**src/rtl/tube_host_pkg.sv**
```systemverilog
// tube_host_pkg: shared FSM encoding, HRW levels, host register indices and cycle-count saturation.
package tube_host_pkg;
  typedef enum logic [1:0] {IDLE = 2'd0, SETUP = 2'd1, STROBE = 2'd2, HOLD = 2'd3} state_e;
  localparam logic HRW_READ  = 1'b1;
  localparam logic HRW_WRITE = 1'b0;
  localparam logic [2:0] HA_R0 = 3'd0, HA_R1 = 3'd1, HA_R2 = 3'd2, HA_R3 = 3'd3;
  localparam logic [2:0] HA_R4 = 3'd4, HA_R5 = 3'd5, HA_R6 = 3'd6, HA_R7 = 3'd7;
  function automatic logic [3:0] sat_cycles(input int n);
    return n < 1 ? 4'd1 : n > 15 ? 4'd15 : 4'(n);
  endfunction
endpackage

```
**src/rtl/tube_host_bus_master_if.sv**
```systemverilog
// tube_host_bus_master_if: command/response handshake plus Tube host bus pins.
interface tube_host_bus_master_if;
  logic       cmd_valid, cmd_ready, cmd_rw;
  logic [2:0] cmd_addr;
  logic [7:0] cmd_wdata;
  logic       rsp_valid, rsp_err;
  logic [7:0] rsp_rdata;
  logic [2:0] HA;
  logic       HCS, HRW, HDOE;
  logic [7:0] HD_O, HD_I;
  modport master (
    input  cmd_valid, cmd_rw, cmd_addr, cmd_wdata, HD_I, HDOE,
    output cmd_ready, rsp_valid, rsp_rdata, rsp_err, HA, HCS, HRW, HD_O
  );
  modport slave (
    output cmd_valid, cmd_rw, cmd_addr, cmd_wdata, HD_I, HDOE,
    input  cmd_ready, rsp_valid, rsp_rdata, rsp_err, HA, HCS, HRW, HD_O
  );
endinterface

```
**src/rtl/tube_host_cycle_timer.sv**
```systemverilog
// tube_host_cycle_timer: loadable 4-bit down-counter that stops at zero; done while zero.
module tube_host_cycle_timer (
  input  logic       clk,
  input  logic       rst_n,
  input  logic       load,
  input  logic       en,
  input  logic [3:0] load_val,
  output logic       done
);
  logic [3:0] cnt_q, cnt_d;
  always_comb cnt_d = load ? load_val : (en && cnt_q != 4'd0) ? cnt_q - 4'd1 : cnt_q;
  always_ff @(posedge clk)
    if (!rst_n) cnt_q <= 4'd0;
    else cnt_q <= cnt_d;
  assign done = cnt_q == 4'd0;
endmodule

```
**src/rtl/tube_host_bus_master.sv**
```systemverilog
// tube_host_bus_master: turns single commands into Tube host bus cycles.
// Define TUBE_HOST_STATS_EN to add saturating read/write/error counters.
module tube_host_bus_master
  import tube_host_pkg::*;
#(
  parameter int SETUP_CYCLES = 1,
  parameter int HOLD_CYCLES  = 3,
  parameter bit INVERT_WDATA = 1'b1
) (
  input  logic                   HO2,
  input  logic                   HRST,
  tube_host_bus_master_if.master bus
`ifdef TUBE_HOST_STATS_EN
  ,
  output logic [15:0]            stat_reads,
  output logic [15:0]            stat_writes,
  output logic [15:0]            stat_errs
`endif
);
  localparam logic [3:0] SETUP_LD = sat_cycles(SETUP_CYCLES) - 4'd1;
  localparam logic [3:0] HOLD_LD  = sat_cycles(HOLD_CYCLES) - 4'd1;
  state_e     state_q, state_d;
  logic [2:0] ha_q, ha_d;
  logic [7:0] hd_q, hd_d, rsp_rdata_q, rsp_rdata_d;
  logic       hcs_q, hcs_d, hrw_q, hrw_d, cmd_ready_q, cmd_ready_d;
  logic       rsp_valid_q, rsp_valid_d, rsp_err_q, rsp_err_d;
  logic       t_load, t_en, t_done;
  logic [3:0] t_val;
  tube_host_cycle_timer u_timer (
    .clk(HO2), .rst_n(HRST), .load(t_load), .en(t_en), .load_val(t_val), .done(t_done)
  );
  always_comb begin
    state_d     = state_q;
    ha_d        = ha_q;
    hrw_d       = hrw_q;
    hd_d        = hd_q;
    hcs_d       = 1'b1;
    rsp_valid_d = 1'b0;
    rsp_rdata_d = rsp_rdata_q;
    rsp_err_d   = rsp_err_q;
    t_load      = 1'b0;
    t_en        = 1'b0;
    t_val       = SETUP_LD;
    case (state_q)
      IDLE: if (bus.cmd_valid) begin
        state_d = SETUP;
        ha_d    = bus.cmd_addr;
        hrw_d   = bus.cmd_rw;
        hd_d    = bus.cmd_rw == HRW_READ ? 8'h00 : INVERT_WDATA ? ~bus.cmd_wdata : bus.cmd_wdata;
        t_load  = 1'b1;
      end
      SETUP: begin
        t_en = 1'b1;
        if (t_done) begin
          state_d = STROBE;
          hcs_d   = 1'b0;
        end
      end
      STROBE: begin
        state_d     = HOLD;
        rsp_valid_d = 1'b1;
        rsp_rdata_d = hrw_q == HRW_READ ? bus.HD_I : 8'h00;
        rsp_err_d   = hrw_q == HRW_READ && !bus.HDOE;
        t_load      = 1'b1;
        t_val       = HOLD_LD;
      end
      HOLD: begin
        t_en = 1'b1;
        if (t_done) begin
          state_d = IDLE;
          hrw_d   = 1'b1;
          hd_d    = 8'h00;
        end
      end
      default: state_d = IDLE;
    endcase
    cmd_ready_d = state_d == IDLE;
  end
  always_ff @(posedge HO2)
    if (!HRST) begin
      state_q     <= IDLE;
      ha_q        <= 3'd0;
      hrw_q       <= 1'b1;
      hd_q        <= 8'h00;
      hcs_q       <= 1'b1;
      cmd_ready_q <= 1'b1;
      rsp_valid_q <= 1'b0;
      rsp_rdata_q <= 8'h00;
      rsp_err_q   <= 1'b0;
    end else begin
      state_q     <= state_d;
      ha_q        <= ha_d;
      hrw_q       <= hrw_d;
      hd_q        <= hd_d;
      hcs_q       <= hcs_d;
      cmd_ready_q <= cmd_ready_d;
      rsp_valid_q <= rsp_valid_d;
      rsp_rdata_q <= rsp_rdata_d;
      rsp_err_q   <= rsp_err_d;
    end
  assign bus.cmd_ready = cmd_ready_q;
  assign bus.rsp_valid = rsp_valid_q;
  assign bus.rsp_rdata = rsp_rdata_q;
  assign bus.rsp_err   = rsp_err_q;
  assign bus.HA        = ha_q;
  assign bus.HCS       = hcs_q;
  assign bus.HRW       = hrw_q;
  assign bus.HD_O      = hd_q;
`ifdef TUBE_HOST_STATS_EN
  // hrw_q still holds the command direction during the rsp_valid cycle
  logic [15:0] stat_reads_q, stat_reads_d, stat_writes_q, stat_writes_d, stat_errs_q, stat_errs_d;
  always_comb begin
    stat_reads_d  = stat_reads_q + 16'(rsp_valid_q && hrw_q == HRW_READ && stat_reads_q != 16'hFFFF);
    stat_writes_d = stat_writes_q + 16'(rsp_valid_q && hrw_q == HRW_WRITE && stat_writes_q != 16'hFFFF);
    stat_errs_d   = stat_errs_q + 16'(rsp_valid_q && rsp_err_q && stat_errs_q != 16'hFFFF);
  end
  always_ff @(posedge HO2)
    if (!HRST) begin
      stat_reads_q  <= 16'h0;
      stat_writes_q <= 16'h0;
      stat_errs_q   <= 16'h0;
    end else begin
      stat_reads_q  <= stat_reads_d;
      stat_writes_q <= stat_writes_d;
      stat_errs_q   <= stat_errs_d;
    end
  assign stat_reads  = stat_reads_q;
  assign stat_writes = stat_writes_q;
  assign stat_errs   = stat_errs_q;
`endif
endmodule
```
**src/flat_wrapper.sv**
```systemverilog
// flat-port wrapper written by rule: the top's interface ports become plain ports
module tube_host_bus_master_flat import tube_host_pkg::*;
#(
  parameter int SETUP_CYCLES = 1,
  parameter int HOLD_CYCLES  = 3,
  parameter bit INVERT_WDATA = 1'b1
)
  (HO2, HRST, bus_cmd_valid, bus_cmd_rw, bus_cmd_addr, bus_cmd_wdata, bus_HD_I, bus_HDOE, bus_cmd_ready, bus_rsp_valid, bus_rsp_rdata, bus_rsp_err, bus_HA, bus_HCS, bus_HRW, bus_HD_O);
  tube_host_bus_master_if bus_i ();
  input  logic HO2;
  input  logic HRST;
  input wire logic [$bits(bus_i.cmd_valid)-1:0] bus_cmd_valid;
  input wire logic [$bits(bus_i.cmd_rw)-1:0] bus_cmd_rw;
  input wire logic [$bits(bus_i.cmd_addr)-1:0] bus_cmd_addr;
  input wire logic [$bits(bus_i.cmd_wdata)-1:0] bus_cmd_wdata;
  input wire logic [$bits(bus_i.HD_I)-1:0] bus_HD_I;
  input wire logic [$bits(bus_i.HDOE)-1:0] bus_HDOE;
  output wire logic [$bits(bus_i.cmd_ready)-1:0] bus_cmd_ready;
  output wire logic [$bits(bus_i.rsp_valid)-1:0] bus_rsp_valid;
  output wire logic [$bits(bus_i.rsp_rdata)-1:0] bus_rsp_rdata;
  output wire logic [$bits(bus_i.rsp_err)-1:0] bus_rsp_err;
  output wire logic [$bits(bus_i.HA)-1:0] bus_HA;
  output wire logic [$bits(bus_i.HCS)-1:0] bus_HCS;
  output wire logic [$bits(bus_i.HRW)-1:0] bus_HRW;
  output wire logic [$bits(bus_i.HD_O)-1:0] bus_HD_O;
  assign bus_i.cmd_valid = bus_cmd_valid;
  assign bus_i.cmd_rw = bus_cmd_rw;
  assign bus_i.cmd_addr = bus_cmd_addr;
  assign bus_i.cmd_wdata = bus_cmd_wdata;
  assign bus_i.HD_I = bus_HD_I;
  assign bus_i.HDOE = bus_HDOE;
  assign bus_cmd_ready = bus_i.cmd_ready;
  assign bus_rsp_valid = bus_i.rsp_valid;
  assign bus_rsp_rdata = bus_i.rsp_rdata;
  assign bus_rsp_err = bus_i.rsp_err;
  assign bus_HA = bus_i.HA;
  assign bus_HCS = bus_i.HCS;
  assign bus_HRW = bus_i.HRW;
  assign bus_HD_O = bus_i.HD_O;
  tube_host_bus_master #(.SETUP_CYCLES(SETUP_CYCLES), .HOLD_CYCLES(HOLD_CYCLES), .INVERT_WDATA(INVERT_WDATA)) u_core (.HO2(HO2), .HRST(HRST), .bus(bus_i));
endmodule
```
**config.mk**
```make
export PLATFORM = sky130hd
export DESIGN_NAME = tube_host_bus_master_flat
export DESIGN_NICKNAME = d
export VERILOG_FILES = /design/src/rtl/tube_host_pkg.sv /design/src/rtl/tube_host_bus_master_if.sv /design/src/rtl/tube_host_cycle_timer.sv /design/src/rtl/tube_host_bus_master.sv /design/src/flat_wrapper.sv
export SDC_FILE = /design/constraint.sdc
export NUM_CORES = 1
export LEC_CHECK = 0
export BUFFER_PORTS_ARGS = -buffer_cell sky130_fd_sc_hd__buf_2
export CAP_MARGIN = 15
export CORE_ASPECT_RATIO = 0.8
export CORE_MARGIN = 2
export CORE_UTILIZATION = 41
export DETAILED_ROUTE_END_ITERATION = 10
export MAX_ROUTING_LAYER = met4
export PLACE_DENSITY = 0.83
export RECOVER_POWER = 50
export SLEW_MARGIN = 0
export SYNTH_ARGS = -nofsm -noshare
export SYNTH_HDL_FRONTEND = slang
export SYNTH_SLANG_ARGS = --single-unit
export TNS_END_PERCENT = 1
```
**constraint.sdc**
```tcl
create_clock -name HO2 -period 1.4 [get_ports HO2]
set_input_delay 0.35 -clock HO2 [delete_from_list [all_inputs] [get_ports HO2]]
set_output_delay 0.35 -clock HO2 [all_outputs]
set_load 0.05 [all_outputs]
```
==> metrics.md <==
| Metric | Value |
|---|---|
| Cells after synthesis | `97` |
| H-tree depth | `2` |
| Pins Over Slew Limit | `0` |
| Area contributors post-synth | `dfxtp_1 (54%), a22o_1 (7.1%), o2bb2ai_1 (6.3%)` |
| Clock network power share | `0.168` |
| Layout cells sized above 1 | `0.513` |
| P_sw | `roughly 1.1 mW` |
| CTS tree | `yes` |
| Crit path kind | `reg -> reg` |
| Seq/Total Area, Yosys | `0.544` |
| Worst Slack Setup Final | `-0.0799 ns` |
| Final setup fails | `10` |
| Die W | `a little over 60 um` |
| Headroom to the max-slew limit | `0.656` |
| Row count | `16` |
| Power Dens Cells | `1730 mW/mm^2` |
| Synth top area share | `0.544` |
| Slew of the pin with the lowest slew margin | `around 0.5 ns` |
| Maximum clock frequency | `~680 MHz` |
| Die area | `about 0.0031 mm^2` |
| Seq pwr share | `0.408` |
| Outcome | `finished with violations` |
| All-Layer GR Usage | `0.174` |
| GPL Wtd Cong | `about 0.80` |
| Layout Utilization | `0.620` |
| DR iter-0 viols | `13` |
| Crit path time final | `~1.5 ns` |
| DR vias | `between 900 and 1,000` |
| First-pass GRT wire length | `3710 um` |
| Crit share post-route | `1.06` |
| Peak supply drop | `0.838 mV` |
| Crit path required time | `around 1.6 ns` |
| Residual DRC | `0` |
| Detailed Place HPWL | `between 1500 and 2000 um` |
| TritonCTS buffer count | `5` |
| Worst-path clk slew | `about 0.09 ns` |
| Worst-path maximum fanout | `8` |
| Post-CTS Hold Fix Bufs | `0` |
| Post-DRT Antenna Nets | `0` |
| CTS Sinks | `30` |
| Cell Area, Synth | `roughly 0.0011 mm^2` |
| Wire length per cell | `~14 um` |
| LEAKAGE | `about 0.73 nW` |
| Vias per cell | `roughly 5.1` |
| Internal | `roughly 1.6 mW` |
| Max-cap violations | `0` |
| Unrepaired setup endpoints after global routing | `yes` |
| Yosys reg bits | `30` |
| Combinational share of power | `0.425` |
| Core box area | `approximately 0.0025 mm^2` |
| Hold Slack | `~0.19 ns` |
| Pin count of the biggest net entering global routing | `10` |
| Port buffer count | `between 40 and 50` |
| Syn. warnings | `0` |
| Final Net Count | `~180` |
| Min-delay worst type | `in -> reg` |
| Vias in the first global route | `roughly 870` |
| Initial antenna violation count | `0` |
| Die height | `about 50 um` |
| Gr ovfl total | `0` |
| Failing checks | `setup timing` |
| Initial Util | `0.442` |
| Root buffer cell | `clkbuf_4` |
| Syn_nets | `122` |
| Most common cell after layout, fill and taps aside | `buf_2` |
| Synth unique cells | `31` |
| First-pass DRT Iterations | `4` |
| Leading area contributor after synthesis | `dfxtp_1` |
| Most frequent cells in the layout | `buf_2 (47), dfxtp_1 (28), buf_4 (10)` |
| Final Hold Fails | `0` |
| Critical Path Sink Type | `register` |
| Diodes inserted | `0` |
| CTS max path bufs | `2` |
| Sw Share | `0.400` |
| Layout area overhead | `40.3%` |
| CP arrival | `between 1.5 and 2 ns` |
| Worst Skew | `between 0.004 and 0.005 ns` |
| # IOs | `48` |
| Syn Area/Cell | `11.4 um^2` |
| WL final | `~2700 um` |
| Clock Latency Late Sink | `0.31 ns` |
| Worst setup SP type | `register` |
-- critical path, stage by stage, from the launching register on --
cell and delay, ns:
dfxtp_1 0.51, nor4b_1 0.48, mux2i_1 0.17, a2111oi_2 0.21
-- registers in the layout (all words and copies together), names as in the netlist --
register and cells:
u_core.bus.HD_O 8, u_core.bus.rsp_valid 1, u_core.state_q 2, u_core.u_timer.cnt_q 4, u_core.bus.HRW 1, u_core.bus.HCS 1
u_core.bus.rsp_rdata 8, u_core.bus.cmd_ready 1, u_core.bus.HA 3, u_core.bus.rsp_err 1
-- cell families (layout without fill, tap and decap cells) --
| kind of cell | count (synthesis) | after routing | synth area share |
|---|---|---|---|
| XOR/XNOR | 1 | 1 | 0.00793 |
| buffers and inverters | 12 | 73 | 0.0566 |
| AO/OA/AOI/OAI | 26 | 26 | 0.215 |
| AND/OR/NAND/NOR | 22 | 22 | 0.120 |
| multiplexers | 5 | 5 | 0.0453 |
| adder cells (fa/ha/maj) | 1 | 1 | 0.0113 |
| flip-flops | 30 | 30 | 0.544 |
-- area by class of cell --
| cell class | count | area [um^2] |
|---|---|---|
| Clock buffer | 7 | 45.0 |
| Timing Repair Buffer | 59 | 333 |
| Fill cell | 218 | 952 |
| Multi-Input combinational cell | 55 | 498 |
| Sequential cell | 30 | 603 |
| Tap cell | 36 | 45.0 |
| Inverter | 7 | 26.3 |
-- worst paths after layout --
kind         cells past startpoint  slack [ns]                                    to                             from
min                              2        0.19       u_core.bus.HD_O[2]$_SDFFE_PN0P_                 bus_cmd_wdata[2]
min reg2reg                      1        0.46       u_core.bus.HD_O[7]$_SDFFE_PN0P_  u_core.bus.HD_O[7]$_SDFFE_PN0P_
max reg2reg                      3       -0.08  u_core.u_timer.cnt_q[3]$_SDFFE_PN0P_     u_core.state_q[0]$_SDFF_PN0_
max                              3       -0.08  u_core.u_timer.cnt_q[3]$_SDFFE_PN0P_     u_core.state_q[0]$_SDFF_PN0_
-- stage by stage --
| step | TNS (ns) | power, mW | setup slack [ns] | area, um^2 | std cells |
|---|---|---|---|---|---|
| 6_report | -0.463 | 2.68 | -0.0799 | 1550 | 194 |
| 5_1_grt | -1.24 | 2.81 | -0.113 | 1550 | 194 |
| 4_1_cts | -0.457 | 2.57 | -0.0576 | 1460 | 189 |
| 3_5_place_dp | -0.666 | 2.12 | -0.0519 | 1420 | 182 |
| 3_3_place_gp | 0 | 2.08 | 0.000418 | 1420 | 182 |
| 2_1_floorplan | 0 | 1.87 | 0.0110 | 1120 | 97 |
-- layer usage --
layer	part of all wire	up-vias	global-route usage
met4	0.018	0	0.106
met3	0.10	9	0.0696
li1	-	479	-
met1	0.40	452	0.183
met5	0	-	-
met2	0.48	58	0.269
-- power by group through the flow --
| stage | sequential [mW] | clock (mW) | combinational [mW] |
|---|---|---|---|
| floorplan | 1.40 | 0 | 0.464 |
| global placement | 1.09 | 0 | 0.991 |
| detailed placement | 1.10 | 0 | 1.02 |
| CTS | 1.08 | 0.465 | 1.03 |
| global route | 1.11 | 0.497 | 1.21 |
| finish | 1.09 | 0.449 | 1.14 |
-- Yosys cell counts, drive strengths merged --
library cell / instances
dfxtp: 30
a22o: 9
nor2: 8
o2bb2ai: 8
inv: 7
buf: 5
mux2i: 5
nor3: 3
a21oi: 2
nor3b: 2
a2111o: 1
a2111oi: 1
a211o: 1
a211oi: 1
a21boi: 1
and2: 1
and2b: 1
and3: 1
and4b: 1
and4bb: 1
ha: 1
nand2: 1
nand3: 1
nand3b: 1
nor4b: 1
o31ai: 1
o32ai: 1
xnor2: 1
-- repair_timing --
action,in CTS,in global routing
pin swaps,3,2
gates resized for setup,1,10
buffers inserted,0,5
endpoints found under the setup margin,19,18
Power figures use the tool's default switching activity.
